`config.mk`:
```
export PLATFORM = sky130hd
export DESIGN_NAME = dmem_lsu_flat
export DESIGN_NICKNAME = d
export VERILOG_FILES = /design/src/rtl/dmem_pkg.sv /design/src/rtl/dmem_lsu_if.sv /design/src/rtl/dmem_lsu_align.sv /design/src/rtl/dmem_lsu.sv /design/src/flat_wrapper.sv
export SDC_FILE = /design/constraint.sdc
export NUM_CORES = 1
export LEC_CHECK = 0
export CORE_ASPECT_RATIO = 0.5
export CORE_MARGIN = 4
export CORE_UTILIZATION = 51
export CTS_BUF_LIST = sky130_fd_sc_hd__clkbuf_16
export DETAILED_ROUTE_END_ITERATION = 10
export PLACE_DENSITY = 0.89
export SETUP_SLACK_MARGIN = 0.2
export SKIP_LAST_GASP = 1
export SYNTH_ARGS = -nofsm -noshare
export SYNTH_HDL_FRONTEND = slang
export SYNTH_SLANG_ARGS = --single-unit
export TNS_END_PERCENT = 30
```
`constraint.sdc`:
```
create_clock -name clock -period 16.03 [get_ports clock]
set_input_delay 4.0075 -clock clock [delete_from_list [all_inputs] [get_ports clock]]
set_output_delay 4.0075 -clock clock [all_outputs]
set_load 0.01 [all_outputs]
```
`src/rtl/dmem_pkg.sv`:
```
// Shared encodings for the dmem load/store unit: access sizes, FSM states
// and the default dmem size.
package dmem_pkg;

  localparam int MEM_BYTES_DFLT = 1024;

  localparam logic [1:0] SZ_BYTE = 2'd0;
  localparam logic [1:0] SZ_HALF = 2'd1;
  localparam logic [1:0] SZ_WORD = 2'd2;

  typedef enum logic [2:0] {
    ST_IDLE = 3'd0,
    ST_RD   = 3'd1,
    ST_CAP  = 3'd2,
    ST_WR   = 3'd3,
    ST_RESP = 3'd4
  } lsu_state_e;

endpackage

```
`src/rtl/dmem_lsu_if.sv`:
```
// Core-side request/response and dmem-side bus of the load/store unit.
// A request transfers on a rising edge where req_valid && req_ready; once
// transferred the request fields are latched and may change freely.
// resp_valid is a single-cycle pulse with no backpressure.
interface dmem_lsu_if #(
  parameter int ADDR_W = 32
);
  logic              req_valid;
  logic              req_ready;
  logic              req_write;
  logic [1:0]        req_size;
  logic              req_unsigned;
  logic [ADDR_W-1:0] req_addr;
  logic [31:0]       req_wdata;

  logic              resp_valid;
  logic [31:0]       resp_rdata;
  logic              resp_err;

  logic              mem_enable;
  logic [ADDR_W-1:0] mem_address;
  logic [31:0]       mem_data_in;
  logic              mem_write_enable;
  logic              mem_read_enable;
  logic [31:0]       mem_data_out;

  modport master (
    output req_valid, req_write, req_size, req_unsigned, req_addr, req_wdata,
    input  req_ready, resp_valid, resp_rdata, resp_err,
    input  mem_enable, mem_address, mem_data_in, mem_write_enable, mem_read_enable,
    output mem_data_out
  );

  modport slave (
    input  req_valid, req_write, req_size, req_unsigned, req_addr, req_wdata,
    output req_ready, resp_valid, resp_rdata, resp_err,
    output mem_enable, mem_address, mem_data_in, mem_write_enable, mem_read_enable,
    input  mem_data_out
  );
endinterface

```
`src/rtl/dmem_lsu_align.sv`:
```
// Combinational byte/half alignment: load extraction with sign/zero
// extension, and read-modify-write merge of sub-word store data.
module dmem_lsu_align
  import dmem_pkg::*;
(
  input  logic [1:0]  size,
  input  logic        is_unsigned,
  input  logic [31:0] raw_word,
  input  logic [31:0] wdata,
  output logic [31:0] load_data,
  output logic [31:0] store_word
);

  always_comb begin
    load_data  = raw_word;
    store_word = wdata;
    case (size)
      SZ_BYTE: begin
        load_data  = {{24{~is_unsigned & raw_word[7]}}, raw_word[7:0]};
        store_word = {raw_word[31:8], wdata[7:0]};
      end
      SZ_HALF: begin
        load_data  = {{16{~is_unsigned & raw_word[15]}}, raw_word[15:0]};
        store_word = {raw_word[31:16], wdata[15:0]};
      end
      default: begin
        load_data  = raw_word;
        store_word = wdata;
      end
    endcase
  end

endmodule

```
`src/rtl/dmem_lsu.sv`:
```
// Load/store unit driving dmem: one request at a time, byte/half/word loads
// with extension, sub-word stores done as read-modify-write.
module dmem_lsu
  import dmem_pkg::*;
#(
  parameter int MEM_BYTES = MEM_BYTES_DFLT,
  parameter int ADDR_W    = 32
)(
  input  logic         clock,
  input  logic         reset,
  dmem_lsu_if.slave    lsu,
  output lsu_state_e   state_dbg
);

  lsu_state_e        state;
  logic [ADDR_W-1:0] addr_q;
  logic [1:0]        size_q;
  logic              write_q;
  logic              unsigned_q;
  logic [31:0]       wdata_q;

  logic              resp_valid_q;
  logic [31:0]       resp_rdata_q;
  logic              resp_err_q;
  logic              mem_rd_q;
  logic              mem_wr_q;
  logic [ADDR_W-1:0] mem_addr_q;
  logic [31:0]       mem_din_q;

  logic [31:0]       load_data;
  logic [31:0]       store_word;
  logic              req_bad;

  dmem_lsu_align u_align (
    .size        (size_q),
    .is_unsigned (unsigned_q),
    .raw_word    (lsu.mem_data_out),
    .wdata       (wdata_q),
    .load_data   (load_data),
    .store_word  (store_word)
  );

  // The last legal address still has room for the full 4-byte dmem transfer.
  assign req_bad = (lsu.req_size == 2'd3) ||
                   (lsu.req_addr > ADDR_W'(MEM_BYTES - 4));

  always_ff @(posedge clock or posedge reset) begin
    if (reset) begin
      state        <= ST_IDLE;
      addr_q       <= '0;
      size_q       <= '0;
      write_q      <= 1'b0;
      unsigned_q   <= 1'b0;
      wdata_q      <= '0;
      resp_valid_q <= 1'b0;
      resp_rdata_q <= '0;
      resp_err_q   <= 1'b0;
      mem_rd_q     <= 1'b0;
      mem_wr_q     <= 1'b0;
      mem_addr_q   <= '0;
      mem_din_q    <= '0;
    end else begin
      resp_valid_q <= 1'b0;
      mem_rd_q     <= 1'b0;
      mem_wr_q     <= 1'b0;
      mem_addr_q   <= '0;
      mem_din_q    <= '0;
      case (state)
        ST_IDLE: begin
          if (lsu.req_valid) begin
            addr_q     <= lsu.req_addr;
            size_q     <= lsu.req_size;
            write_q    <= lsu.req_write;
            unsigned_q <= lsu.req_unsigned;
            wdata_q    <= lsu.req_wdata;
            if (req_bad) begin
              state        <= ST_RESP;
              resp_valid_q <= 1'b1;
              resp_err_q   <= 1'b1;
              resp_rdata_q <= '0;
            end else if (lsu.req_write && lsu.req_size == SZ_WORD) begin
              state      <= ST_WR;
              mem_wr_q   <= 1'b1;
              mem_addr_q <= lsu.req_addr;
              mem_din_q  <= lsu.req_wdata;
            end else begin
              state      <= ST_RD;
              mem_rd_q   <= 1'b1;
              mem_addr_q <= lsu.req_addr;
            end
          end
        end
        ST_RD: state <= ST_CAP;
        // dmem's registered read data is valid now; finish a load or merge a store.
        ST_CAP: begin
          if (write_q) begin
            state      <= ST_WR;
            mem_wr_q   <= 1'b1;
            mem_addr_q <= addr_q;
            mem_din_q  <= store_word;
          end else begin
            state        <= ST_RESP;
            resp_valid_q <= 1'b1;
            resp_err_q   <= 1'b0;
            resp_rdata_q <= load_data;
          end
        end
        ST_WR: begin
          state        <= ST_RESP;
          resp_valid_q <= 1'b1;
          resp_err_q   <= 1'b0;
          resp_rdata_q <= '0;
        end
        ST_RESP: state <= ST_IDLE;
        default: state <= ST_IDLE;
      endcase
    end
  end

  assign lsu.req_ready        = (state == ST_IDLE);
  assign lsu.resp_valid       = resp_valid_q;
  assign lsu.resp_rdata       = resp_rdata_q;
  assign lsu.resp_err         = resp_err_q;
  assign lsu.mem_read_enable  = mem_rd_q;
  assign lsu.mem_write_enable = mem_wr_q;
  assign lsu.mem_enable       = mem_rd_q | mem_wr_q;
  assign lsu.mem_address      = mem_addr_q;
  assign lsu.mem_data_in      = mem_din_q;
  assign state_dbg            = state;

endmodule

```
`src/flat_wrapper.sv`:
```
// flat-port wrapper written by rule: the top's interface ports become plain ports
module dmem_lsu_flat import dmem_pkg::*;
#(
  parameter int MEM_BYTES = MEM_BYTES_DFLT,
  parameter int ADDR_W    = 32
)
  (clock, reset, state_dbg, lsu_req_valid, lsu_req_write, lsu_req_size, lsu_req_unsigned, lsu_req_addr, lsu_req_wdata, lsu_req_ready, lsu_resp_valid, lsu_resp_rdata, lsu_resp_err, lsu_mem_enable, lsu_mem_address, lsu_mem_data_in, lsu_mem_write_enable, lsu_mem_read_enable, lsu_mem_data_out);
  dmem_lsu_if #(.ADDR_W(ADDR_W)) lsu_i ();
  input  logic clock;
  input  logic reset;
  output lsu_state_e state_dbg;
  input wire logic [$bits(lsu_i.req_valid)-1:0] lsu_req_valid;
  input wire logic [$bits(lsu_i.req_write)-1:0] lsu_req_write;
  input wire logic [$bits(lsu_i.req_size)-1:0] lsu_req_size;
  input wire logic [$bits(lsu_i.req_unsigned)-1:0] lsu_req_unsigned;
  input wire logic [$bits(lsu_i.req_addr)-1:0] lsu_req_addr;
  input wire logic [$bits(lsu_i.req_wdata)-1:0] lsu_req_wdata;
  output wire logic [$bits(lsu_i.req_ready)-1:0] lsu_req_ready;
  output wire logic [$bits(lsu_i.resp_valid)-1:0] lsu_resp_valid;
  output wire logic [$bits(lsu_i.resp_rdata)-1:0] lsu_resp_rdata;
  output wire logic [$bits(lsu_i.resp_err)-1:0] lsu_resp_err;
  output wire logic [$bits(lsu_i.mem_enable)-1:0] lsu_mem_enable;
  output wire logic [$bits(lsu_i.mem_address)-1:0] lsu_mem_address;
  output wire logic [$bits(lsu_i.mem_data_in)-1:0] lsu_mem_data_in;
  output wire logic [$bits(lsu_i.mem_write_enable)-1:0] lsu_mem_write_enable;
  output wire logic [$bits(lsu_i.mem_read_enable)-1:0] lsu_mem_read_enable;
  input wire logic [$bits(lsu_i.mem_data_out)-1:0] lsu_mem_data_out;
  assign lsu_i.req_valid = lsu_req_valid;
  assign lsu_i.req_write = lsu_req_write;
  assign lsu_i.req_size = lsu_req_size;
  assign lsu_i.req_unsigned = lsu_req_unsigned;
  assign lsu_i.req_addr = lsu_req_addr;
  assign lsu_i.req_wdata = lsu_req_wdata;
  assign lsu_req_ready = lsu_i.req_ready;
  assign lsu_resp_valid = lsu_i.resp_valid;
  assign lsu_resp_rdata = lsu_i.resp_rdata;
  assign lsu_resp_err = lsu_i.resp_err;
  assign lsu_mem_enable = lsu_i.mem_enable;
  assign lsu_mem_address = lsu_i.mem_address;
  assign lsu_mem_data_in = lsu_i.mem_data_in;
  assign lsu_mem_write_enable = lsu_i.mem_write_enable;
  assign lsu_mem_read_enable = lsu_i.mem_read_enable;
  assign lsu_i.mem_data_out = lsu_mem_data_out;
  dmem_lsu #(.MEM_BYTES(MEM_BYTES), .ADDR_W(ADDR_W)) u_core (.clock(clock), .reset(reset), .lsu(lsu_i), .state_dbg(state_dbg));
endmodule
```
==> results of run 1 <==
## worst max-delay path, stage by stage
cell             delay [ns]
clkdlybuf4s50_1        0.42
or4_4                  0.56
a2111oi_4              0.40
nand4_4                0.58
o21ai_0                0.47
## flip-flops by register name, indices dropped and copies added, names as in the netlist, 2 cells and up
name and cells:
u_core.lsu.mem_address 32, u_core.state_dbg 3, u_core.size_q 2, u_core.wdata_q 32
u_core.lsu.resp_rdata 32, u_core.lsu.mem_data_in 32, u_core.addr_q 32
## layout make-up
class	count	area, um2	area share
inverters	1	8.758	0.0008823
well taps	192	240.2	0.02420
repair buffers	216	2140	0.2155
flip-flops and latches	171	4279	0.4311
multi-input cells	505	2628	0.2647
clock inverters	15	206.4	0.02080
clock buffers	17	425.4	0.04285
## metal layers
layer	track usage	vias to the layer above
met1	0.3060	3038
met5	0	-
met3	0.05158	76
met4	0.1332	0
met2	0.4490	305
li1	-	2817
## power groups by stage
stage | clock network [mW] | registers [mW] | logic [mW]
2_1_floorplan | 0 | 0.474 | 0.0623
3_3_place_gp | 0 | 0.476 | 0.106
3_5_place_dp | 0 | 0.478 | 0.109
4_1_cts | 0.446 | 0.470 | 0.111
5_1_grt | 0.468 | 0.473 | 0.123
6_report | 0.442 | 0.471 | 0.111
## path summary, 6_finish.rpt
path,start,to,slack (ns),cells after the start
hold reg to reg,u_core.addr_q[16],u_core.addr_q[16],0.47,2
hold / removal,u_core.addr_q[16],u_core.addr_q[16],0.47,2
setup / recovery,lsu_req_addr[24],u_core.lsu.mem_data_in[1],9.89,5
max in group asynchronous,reset,u_core.lsu.resp_rdata[19],10.33,3
min in group asynchronous,reset,u_core.addr_q[24],4.08,2
setup reg to reg,u_core.state_dbg[2],u_core.lsu.mem_data_in[16],13.56,4
## synth_stat cells, drive strengths merged (3+ instances only)
library cell,n,area [um2]
mux2i,25,250.2
nor2b,8,50.05
o21ai,61,305.3
and2,23,143.9
nand4,4,40.04
nand2,262,983.4
o211ai,33,247.7
nor4,4,25.02
dfrtp,171,4279
clkbuf,38,142.6
buf,11,88.83
nand3,18,102.6
nor2,4,15.01
a211oi,3,22.52
o22ai,24,150.1
nor3,3,20.02
nand2b,18,112.6
## kinds of logic (layout without fill, tap and decap cells)
kind of cell	Yosys count	in the layout
and+or+nand+nor	354	354
buffers and inverters	50	249
DFF	171	171
muxes	25	25
AOI/OAI and AO/OA	126	126
## per-stage QoR
stage	cells	instance area, um2
5_1_grt	1117	9927
3_3_place_gp	1085	9295
2_1_floorplan	726	7118
4_1_cts	1117	9927
6_report	1117	9927
3_5_place_dp	1085	9295
==> flow_metrics.py, run 1 <==
metrics = {
    "run_status": {
        "outcome": "finished, final reports clean",
    },
    "synthesis": {
        "async_flop_share": 1.000,
        "netlist_instances": 726,
        "synth_compound_area_frac": 0.1100,
        "yosysSeqAreaShare": 0.6012,
        "ys_ff_latch": 171,
        "synth_edf_count": 0,
        "synth_ff_type": "dfrtp_1",
        "synth.distinct_cells": 37,
        "synthSimpleGateAreaFrac": 0.2206,
        "syn_area_per_cell_um2": 9.805,
        "syn_nets": 829,
        "synth_adder_area_share": 0,
        "yosys.area_share.xor_xnor": 0,
        "synth_top_family_by_area": "simple AND/OR/NAND/NOR gates",
        "synth_area_um2": 7118,
        "synth.mux.area_fraction": 0.03516,
        "synth_warnings": 0,
    },
    "global_routing": {
        "track_usage": 0.2578,
        "grt_overflow": 0,
        "grt_max_degree": 91,
        "grt_first_pass_wirelength_um": 32670,
        "grt_pass1_vias": 6313,
        "antenna_found_initial": 0,
    },
    "power_and_ir_drop": {
        "power.density_nw_per_um2": 103.2,
        "p_seq_frac": 0.460,
        "finalPower_mw": 1.024,
        "p_int_mw": 0.7569,
        "p_sw_frac": 0.2610,
        "p_clk_frac": 0.432,
        "p_switching_mw": 0.2673,
        "p_comb_frac": 0.108,
        "p_leak_nw": 4.426,
        "ir_worst_vdd_mv": 0.07807,
    },
    "placed_design": {
        "dp_hpwl_um": 13400,
        "globalplace.congestion": 0.8008,
        "dpl_worst_slack_ns": 9.601,
        "port_buffers": 207,
    },
    "timing": {
        "setup_tns_ns": 0,
        "timing.hold.ws_ns": 0.4681,
        "finalMaxSlewViolations": 0,
        "setup_violations": 0,
        "clock_skew_ns": 0.006690,
        "rsz0062_at_grt": "false",
        "finalCritPeriodShare": 0.3832,
        "setup_ws_ns": 9.888,
        "relSlewSlack": 0.1351,
        "finalHoldViolCount": 0,
        "fmaxAchievable_mhz": 162.8,
        "period_needed_ns": 6.142,
        "worst_slew_pin_slew_ns": 1.295,
    },
    "drt": {
        "drt_iter0_markers": 539,
        "avgViaCountPerCell": 5.583,
        "dr.pass1.iters": 5,
        "num_vias": 6236,
        "met2_wirelength_um": 10490,
        "ant_nets": 0,
        "wire_per_inst_um": 18.51,
        "top_layer": "met4",
        "wl_met1_um": 7985,
        "routed_wl_um": 20680,
        "dr_wl_met3_um": 1242,
        "drc": 0,
    },
    "die": {
        "die_w_um": 175.1,
        "die_h_um": 91.54,
        "num_rows": 30,
        "start_util": 0.5238,
        "coreArea_um2": 13590,
        "io_pins": 208,
        "die-area_um2": 16030,
    },
    "finish": {
        "post-route-util": 0.7306,
        "fill_cells": 896,
        "finalNetCount": 1015,
        "diodes": 0,
        "most-common-layout-cells": "nand2_1 (262), clkdlybuf4s50_1 (207), dfrtp_1 (171)",
        "final_common_cell": "nand2_1",
        "syn2layout_area_growth_pct": 39.46,
        "drive_gt1_frac": 0.05730,
    },
    "clock_network": {
        "htreeDepth": 4,
        "post_cts_resized": 0,
        "post_cts_buffers": 0,
        "hold_buffers": 0,
        "tritoncts": "yes",
        "cts_num_sinks": 171,
        "clockBufferDepth": 2,
        "clkTransAtPathRegs_ns": 0.07,
        "cts_buffers": 17,
        "root_buffer": "clkbuf_16",
        "clkLatencyLatePin_ns": 0.43,
    },
    "setup_path": {
        "path_max_fanout": 33,
        "cp.arrival_ns": 6.45,
        "critPathLaunchType": "primary input",
        "critPathRequiredTime_ns": 16.34,
        "worst-setup-path-type": "in -> reg",
        "cp-end-kind": "flop",
    },
    "worst_hold_path": {
        "min_path_type": "reg -> reg",
    },
    "job": {
        "max_cap_viol_count": 0,
    },
}
No activity file was read; power rests on OpenSTA's default activity.
==> run 2: changes to the inputs <==
--- a/config.mk
+++ b/config.mk
@@ -7,10 +7,10 @@
 export LEC_CHECK = 0
 export CORE_ASPECT_RATIO = 0.5
 export CORE_MARGIN = 4
-export CORE_UTILIZATION = 51
+export CORE_UTILIZATION = 48
 export CTS_BUF_LIST = sky130_fd_sc_hd__clkbuf_16
 export DETAILED_ROUTE_END_ITERATION = 10
-export PLACE_DENSITY = 0.89
+export PLACE_DENSITY = 0.85
 export SETUP_SLACK_MARGIN = 0.2
 export SKIP_LAST_GASP = 1
 export SYNTH_ARGS = -nofsm -noshare
==> constraint.sdc (replaced) <==
create_clock -name clock -period 5.87 [get_ports clock]
set_input_delay 1.4675 -clock clock [delete_from_list [all_inputs] [get_ports clock]]
set_output_delay 1.4675 -clock clock [all_outputs]
set_load 0.01 [all_outputs]
==> flow_metrics.py, run 2 (synthesis gave the netlist of run 1 again) <==
metrics = {
    "power_and_ir_drop": {
        "p_clk_frac": 0.434,
        "p_switching_mw": 0.6991,
        "p_sw_frac": 0.2496,
        "p_seq_frac": 0.459,
        "ir_worst_vdd_mv": 0.1706,
        "power.density_nw_per_um2": 280.9,
        "p_leak_nw": 4.446,
        "p_comb_frac": 0.107,
        "finalPower_mw": 2.801,
        "p_int_mw": 2.102,
    },
    "setup_path": {
        "crit_buf_inv": 3,
        "worstPathCellList": "buf_4, nor3_2, buf_4, clkdlybuf4s50_1",
        "critPathLaunchType": "flop",
        "cp_top_family": "buffers and inverters",
        "crit_top_cell": "buf_4",
        "cp-end-kind": "primary output",
        "critPathRequiredTime_ns": 4.40,
        "cp_slowest_stage_delay_ns": 0.63,
        "cp.arrival_ns": 2.52,
        "path_max_fanout": 36,
        "crit_path_top_delay_cell": "dfrtp_1",
        "worst-setup-path-type": "reg -> out",
    },
    "timing": {
        "rsz0062_at_grt": "false",
        "relSlewSlack": 0.2190,
        "finalMaxSlewViolations": 0,
        "finalHoldViolCount": 0,
        "worst_slew_pin_slew_ns": 1.169,
        "period_needed_ns": 3.988,
        "clock_skew_ns": 0.01241,
        "finalCritPeriodShare": 0.6793,
        "fmaxAchievable_mhz": 250.8,
        "setup_tns_ns": 0,
        "setup_violations": 0,
    },
    "finish": {
        "drive_gt1_frac": 0.06034,
        "syn2layout_area_growth_pct": 40.08,
        "most-common-layout-cells": "nand2_1 (262), clkdlybuf4s50_1 (207), dfrtp_1 (171)",
        "final_common_cell": "nand2_1",
        "finalNetCount": 1018,
        "diodes": 0,
    },
    "clock_network": {
        "cts_buffers": 17,
        "hold_buffers": 0,
        "htreeDepth": 4,
        "root_buffer": "clkbuf_16",
        "post_cts_resized": 0,
        "cts_num_sinks": 171,
        "clkTransAtPathRegs_ns": 0.07,
        "clockBufferDepth": 2,
        "post_cts_buffers": 0,
        "tritoncts": "yes",
        "clkLatencyLatePin_ns": 0.42,
    },
    "drt": {
        "ant_nets": 0,
        "wire_per_inst_um": 17.91,
        "drc": 0,
        "routed_wl_um": 20170,
        "dr.pass1.iters": 6,
        "avgViaCountPerCell": 5.408,
        "num_vias": 6089,
        "drt_iter0_markers": 565,
    },
    "job": {
        "max_cap_viol_count": 0,
    },
    "run_status": {
        "outcome": "finished, final reports clean",
    },
    "placed_design": {
        "port_buffers": 207,
        "dp_hpwl_um": 13420,
        "globalplace.congestion": 0.7847,
    },
    "die": {
        "die_w_um": 180.2,
        "die_h_um": 94.11,
        "num_rows": 31,
        "coreArea_um2": 14510,
        "io_pins": 208,
        "die-area_um2": 16960,
        "start_util": 0.4907,
    },
    "global_routing": {
        "track_usage": 0.2327,
        "grt_overflow": 0,
        "grt_pass1_vias": 6162,
        "grt_first_pass_wirelength_um": 31410,
        "antenna_found_initial": 0,
        "grt_max_degree": 81,
    },
    "worst_hold_path": {
        "min_path_type": "reg -> reg",
    },
}
[run 2: cell types whose count changed in the layout (fill, tap and decap cells not counted)]
cell        previous run  this run
buf_4                  9        11
bufinv_16              3         4
clkinvlp_4             1         2
clkinv_8               1         0
buf_12                 0         1
clkinv_2               0         1
clkinv_1               1         0
inv_1                  0         1
clkinv_4               1         2
inv_8                  4         1
[run 2: worst min-delay path: stages (launching register included)]
cell	delay [ns]
dfrtp_1	0.33
nand2_1	0.05
nand2_1	0.05
[run 2: per-stage QoR]
| step | instance area [um2] | instances | hold slack [ns] | worst slack [ns] | utilization |
|---|---|---|---|---|---|
| global route | 9971 | 1126 | 0.4846 | 1.793 | 0.6873 |
| global placement | 9336 | 1094 | 0.4492 | 2.057 | 0.6436 |
| finish | 9971 | 1126 | 0.4659 | 1.882 | 0.6873 |
| CTS | 9971 | 1126 | 0.4716 | 1.904 | 0.6873 |
| floorplan | 7122 | 726 | 0.4374 | 2.220 | - |
| detailed placement | 9336 | 1094 | 0.4548 | 1.930 | 0.6436 |
[run 2: layout make-up]
| class | instances | area, um2 |
|---|---|---|
| Timing Repair Buffer | 219 | 2175 |
| Clock buffer | 17 | 425.4 |
| Clock inverter | 15 | 209.0 |
| Sequential cell | 171 | 4279 |
| Tap cell | 198 | 247.7 |
| Fill cell | 1089 | 4536 |
| Inverter | 1 | 7.507 |
| Multi-Input combinational cell | 505 | 2628 |
[run 2: power groups by stage]
| stage | Combinational [mW] | Sequential [mW] | Clock [mW] |
|---|---|---|---|
| detailed placement | 0.299 | 1.31 | 0 |
| CTS | 0.302 | 1.28 | 1.23 |
| finish | 0.301 | 1.29 | 1.21 |
| floorplan | 0.170 | 1.30 | 0 |
| global route | 0.333 | 1.29 | 1.28 |
| global placement | 0.291 | 1.30 | 0 |
[run 2: final timing paths]
| kind | cells past startpoint | to | slack, ns | startpoint |
|---|---|---|---|---|
| min reg2reg | 2 | u_core.addr_q[14] | 0.47 | u_core.addr_q[14] |
| max in group asynchronous | 3 | u_core.lsu.resp_err | 3.14 | reset |
| max reg2reg | 4 | u_core.lsu.mem_write_enable | 3.31 | u_core.state_dbg[2] |
| min in group asynchronous | 2 | u_core.lsu.mem_address[11] | 1.61 | reset |
| min | 2 | u_core.addr_q[14] | 0.47 | u_core.addr_q[14] |
| max | 4 | lsu_req_ready | 1.88 | u_core.state_dbg[2] |
[run 2: metal layers]
metal | up-vias | GRT usage | part of all wire
met1 | 3030 | 0.2851 | 0.41
met2 | 209 | 0.4145 | 0.52
met5 | - | 0 | 0
met3 | 42 | 0.04060 | 0.043
met4 | 0 | 0.09560 | 0.026
li1 | 2808 | - | -
==> run 3: changes to the inputs <==
--- a/config.mk
+++ b/config.mk
@@ -7,10 +7,10 @@
 export LEC_CHECK = 0
 export CORE_ASPECT_RATIO = 0.5
 export CORE_MARGIN = 4
-export CORE_UTILIZATION = 48
+export CORE_UTILIZATION = 43
 export CTS_BUF_LIST = sky130_fd_sc_hd__clkbuf_16
 export DETAILED_ROUTE_END_ITERATION = 10
-export PLACE_DENSITY = 0.85
+export PLACE_DENSITY = 0.81
 export SETUP_SLACK_MARGIN = 0.2
 export SKIP_LAST_GASP = 1
 export SYNTH_ARGS = -nofsm -noshare
==> constraint.sdc (replaced) <==
create_clock -name clock -period 3.5 [get_ports clock]
set_input_delay 0.875 -clock clock [delete_from_list [all_inputs] [get_ports clock]]
set_output_delay 0.875 -clock clock [all_outputs]
set_load 0.01 [all_outputs]
==> flow_metrics.py, run 3 (synthesis gave the netlist of run 1 again) <==
metrics = {
    "timing": {
        "worst_slew_pin_slew_ns": 1.090,
        "period_needed_ns": 2.648,
        "setup_tns_ns": 0,
        "rsz0062_at_grt": "false",
        "finalMaxSlewViolations": 0,
        "finalCritPeriodShare": 0.7565,
        "fmaxAchievable_mhz": 377.7,
        "relSlewSlack": 0.2713,
        "setup_violations": 0,
        "clock_skew_ns": 0.01755,
        "finalHoldViolCount": 0,
    },
    "setup_path": {
        "cp-end-kind": "primary output",
        "path_max_fanout": 10,
        "worst-setup-path-type": "reg -> out",
        "crit_start": "u_core.state_dbg[0]",
        "regToRegStartpoint": "u_core.state_dbg[2]",
        "reg2reg_depth": 4,
        "cp.arrival_ns": 1.77,
        "r2r_slack_ns": 1.34,
        "critPathLaunchType": "flop",
        "critPathRequiredTime_ns": 2.62,
    },
    "drt": {
        "avgViaCountPerCell": 5.242,
        "routed_wl_um": 19970,
        "drt_iter0_markers": 349,
        "dr.pass1.iters": 4,
        "num_vias": 6039,
        "wire_per_inst_um": 17.33,
        "ant_nets": 0,
        "drc": 0,
    },
    "die": {
        "start_util": 0.4501,
        "die_w_um": 190.0,
        "io_pins": 208,
        "coreArea_um2": 15820,
        "die_h_um": 98.98,
        "die-area_um2": 18800,
        "num_rows": 32,
    },
    "finish": {
        "syn2layout_area_growth_pct": 40.55,
        "finalNetCount": 1021,
        "most-common-layout-cells": "nand2_1 (262), clkdlybuf4s50_1 (207), dfrtp_1 (171)",
        "fill_cells": 1222,
        "final_area_um2": 10000,
        "post-route-util": 0.6326,
        "drive_gt1_frac": 0.06337,
        "multi_input_area_um2": 2628,
        "ff_latch_area_um2": 4279,
        "final_common_cell": "nand2_1",
        "diodes": 0,
    },
    "worst_hold_path": {
        "min-delay-start": "u_core.addr_q[28]",
        "min_path_cells": 2,
        "min_path_type": "reg -> reg",
    },
    "placed_design": {
        "globalplace.congestion": 0.7994,
        "dp_hpwl_um": 13670,
        "port_buffers": 207,
        "placed_area_um2": 9405,
    },
    "clock_network": {
        "htreeDepth": 4,
        "tritoncts": "yes",
        "post_cts_buffers": 0,
        "clockBufferDepth": 2,
        "clkTransAtPathRegs_ns": 0.07,
        "post_cts_resized": 0,
        "clkLatencyLatePin_ns": 0.42,
        "root_buffer": "clkbuf_16",
        "cts_buffers": 17,
        "hold_buffers": 0,
        "cts_num_sinks": 171,
    },
    "power_and_ir_drop": {
        "power.density_nw_per_um2": 452.6,
        "ir_worst_vdd_mv": 0.4486,
        "p_leak_nw": 4.438,
    },
    "global_routing": {
        "grt_pass1_vias": 6111,
        "grt_overflow": 0,
        "grt_first_pass_wirelength_um": 32100,
        "antenna_found_initial": 0,
        "track_usage": 0.2125,
        "grt_max_degree": 102,
    },
    "run_status": {
        "outcome": "finished, final reports clean",
    },
    "job": {
        "max_cap_viol_count": 0,
    },
}
-- run 3: cell types whose count changed in the layout (fill, tap and decap cells not counted) --
cell and change:
inv_8 +2, buf_12 +2, clkinvlp_4 +2, bufinv_16 -3, clkinv_2 -1, inv_6 -1
clkinv_8 +1, buf_8 +1
-- run 3: final cells by class --
| cell class | count | share of cell area |
|---|---|---|
| inverters | 1 | 0.0007504 |
| clock buffers | 17 | 0.04252 |
| repair buffers | 222 | 0.2229 |
| well taps | 221 | 0.02764 |
| flip-flops and latches | 171 | 0.4277 |
| multi-input cells | 505 | 0.2626 |
| clock inverters | 15 | 0.01588 |
-- run 3: critical path, stage by stage (launching register included) --
cell and delay [ns]:
dfrtp_1 0.53, nor3_2 0.26, clkdlybuf4s50_1 0.57
-- run 3: layer usage --
metal,share of wire,GRT usage
met1,0.41,0.2681
met2,0.52,0.3684
met3,0.044,0.03751
met4,0.029,0.08222
met5,0,0
-- run 3: final timing paths --
| path | to |
|---|---|
| min reg2reg | u_core.addr_q[28] |
| min in group asynchronous | u_core.lsu.resp_rdata[4] |
| min | u_core.addr_q[28] |
| max in group asynchronous | u_core.wdata_q[9] |
| max | lsu_req_ready |
| max reg2reg | u_core.lsu.mem_data_in[10] |
-- run 3: through the flow --
stage	power [mW]	instances	setup slack, ns	hold WS, ns
2_1_floorplan	2.459	726	0.4423	0.4374
3_3_place_gp	2.676	1119	0.5528	0.4498
3_5_place_dp	2.699	1119	0.4803	0.4540
4_1_cts	4.557	1151	0.8279	0.4707
5_1_grt	4.731	1152	0.7706	0.4947
6_report	4.528	1152	0.8521	0.4671
-- run 3: report_power, final --
part / internal, mW / switching [mW]
logic: 0.232 / 0.283
clock network: 1.01 / 0.852
registers: 2.09 / 0.0629
total: 3.33 / 1.20
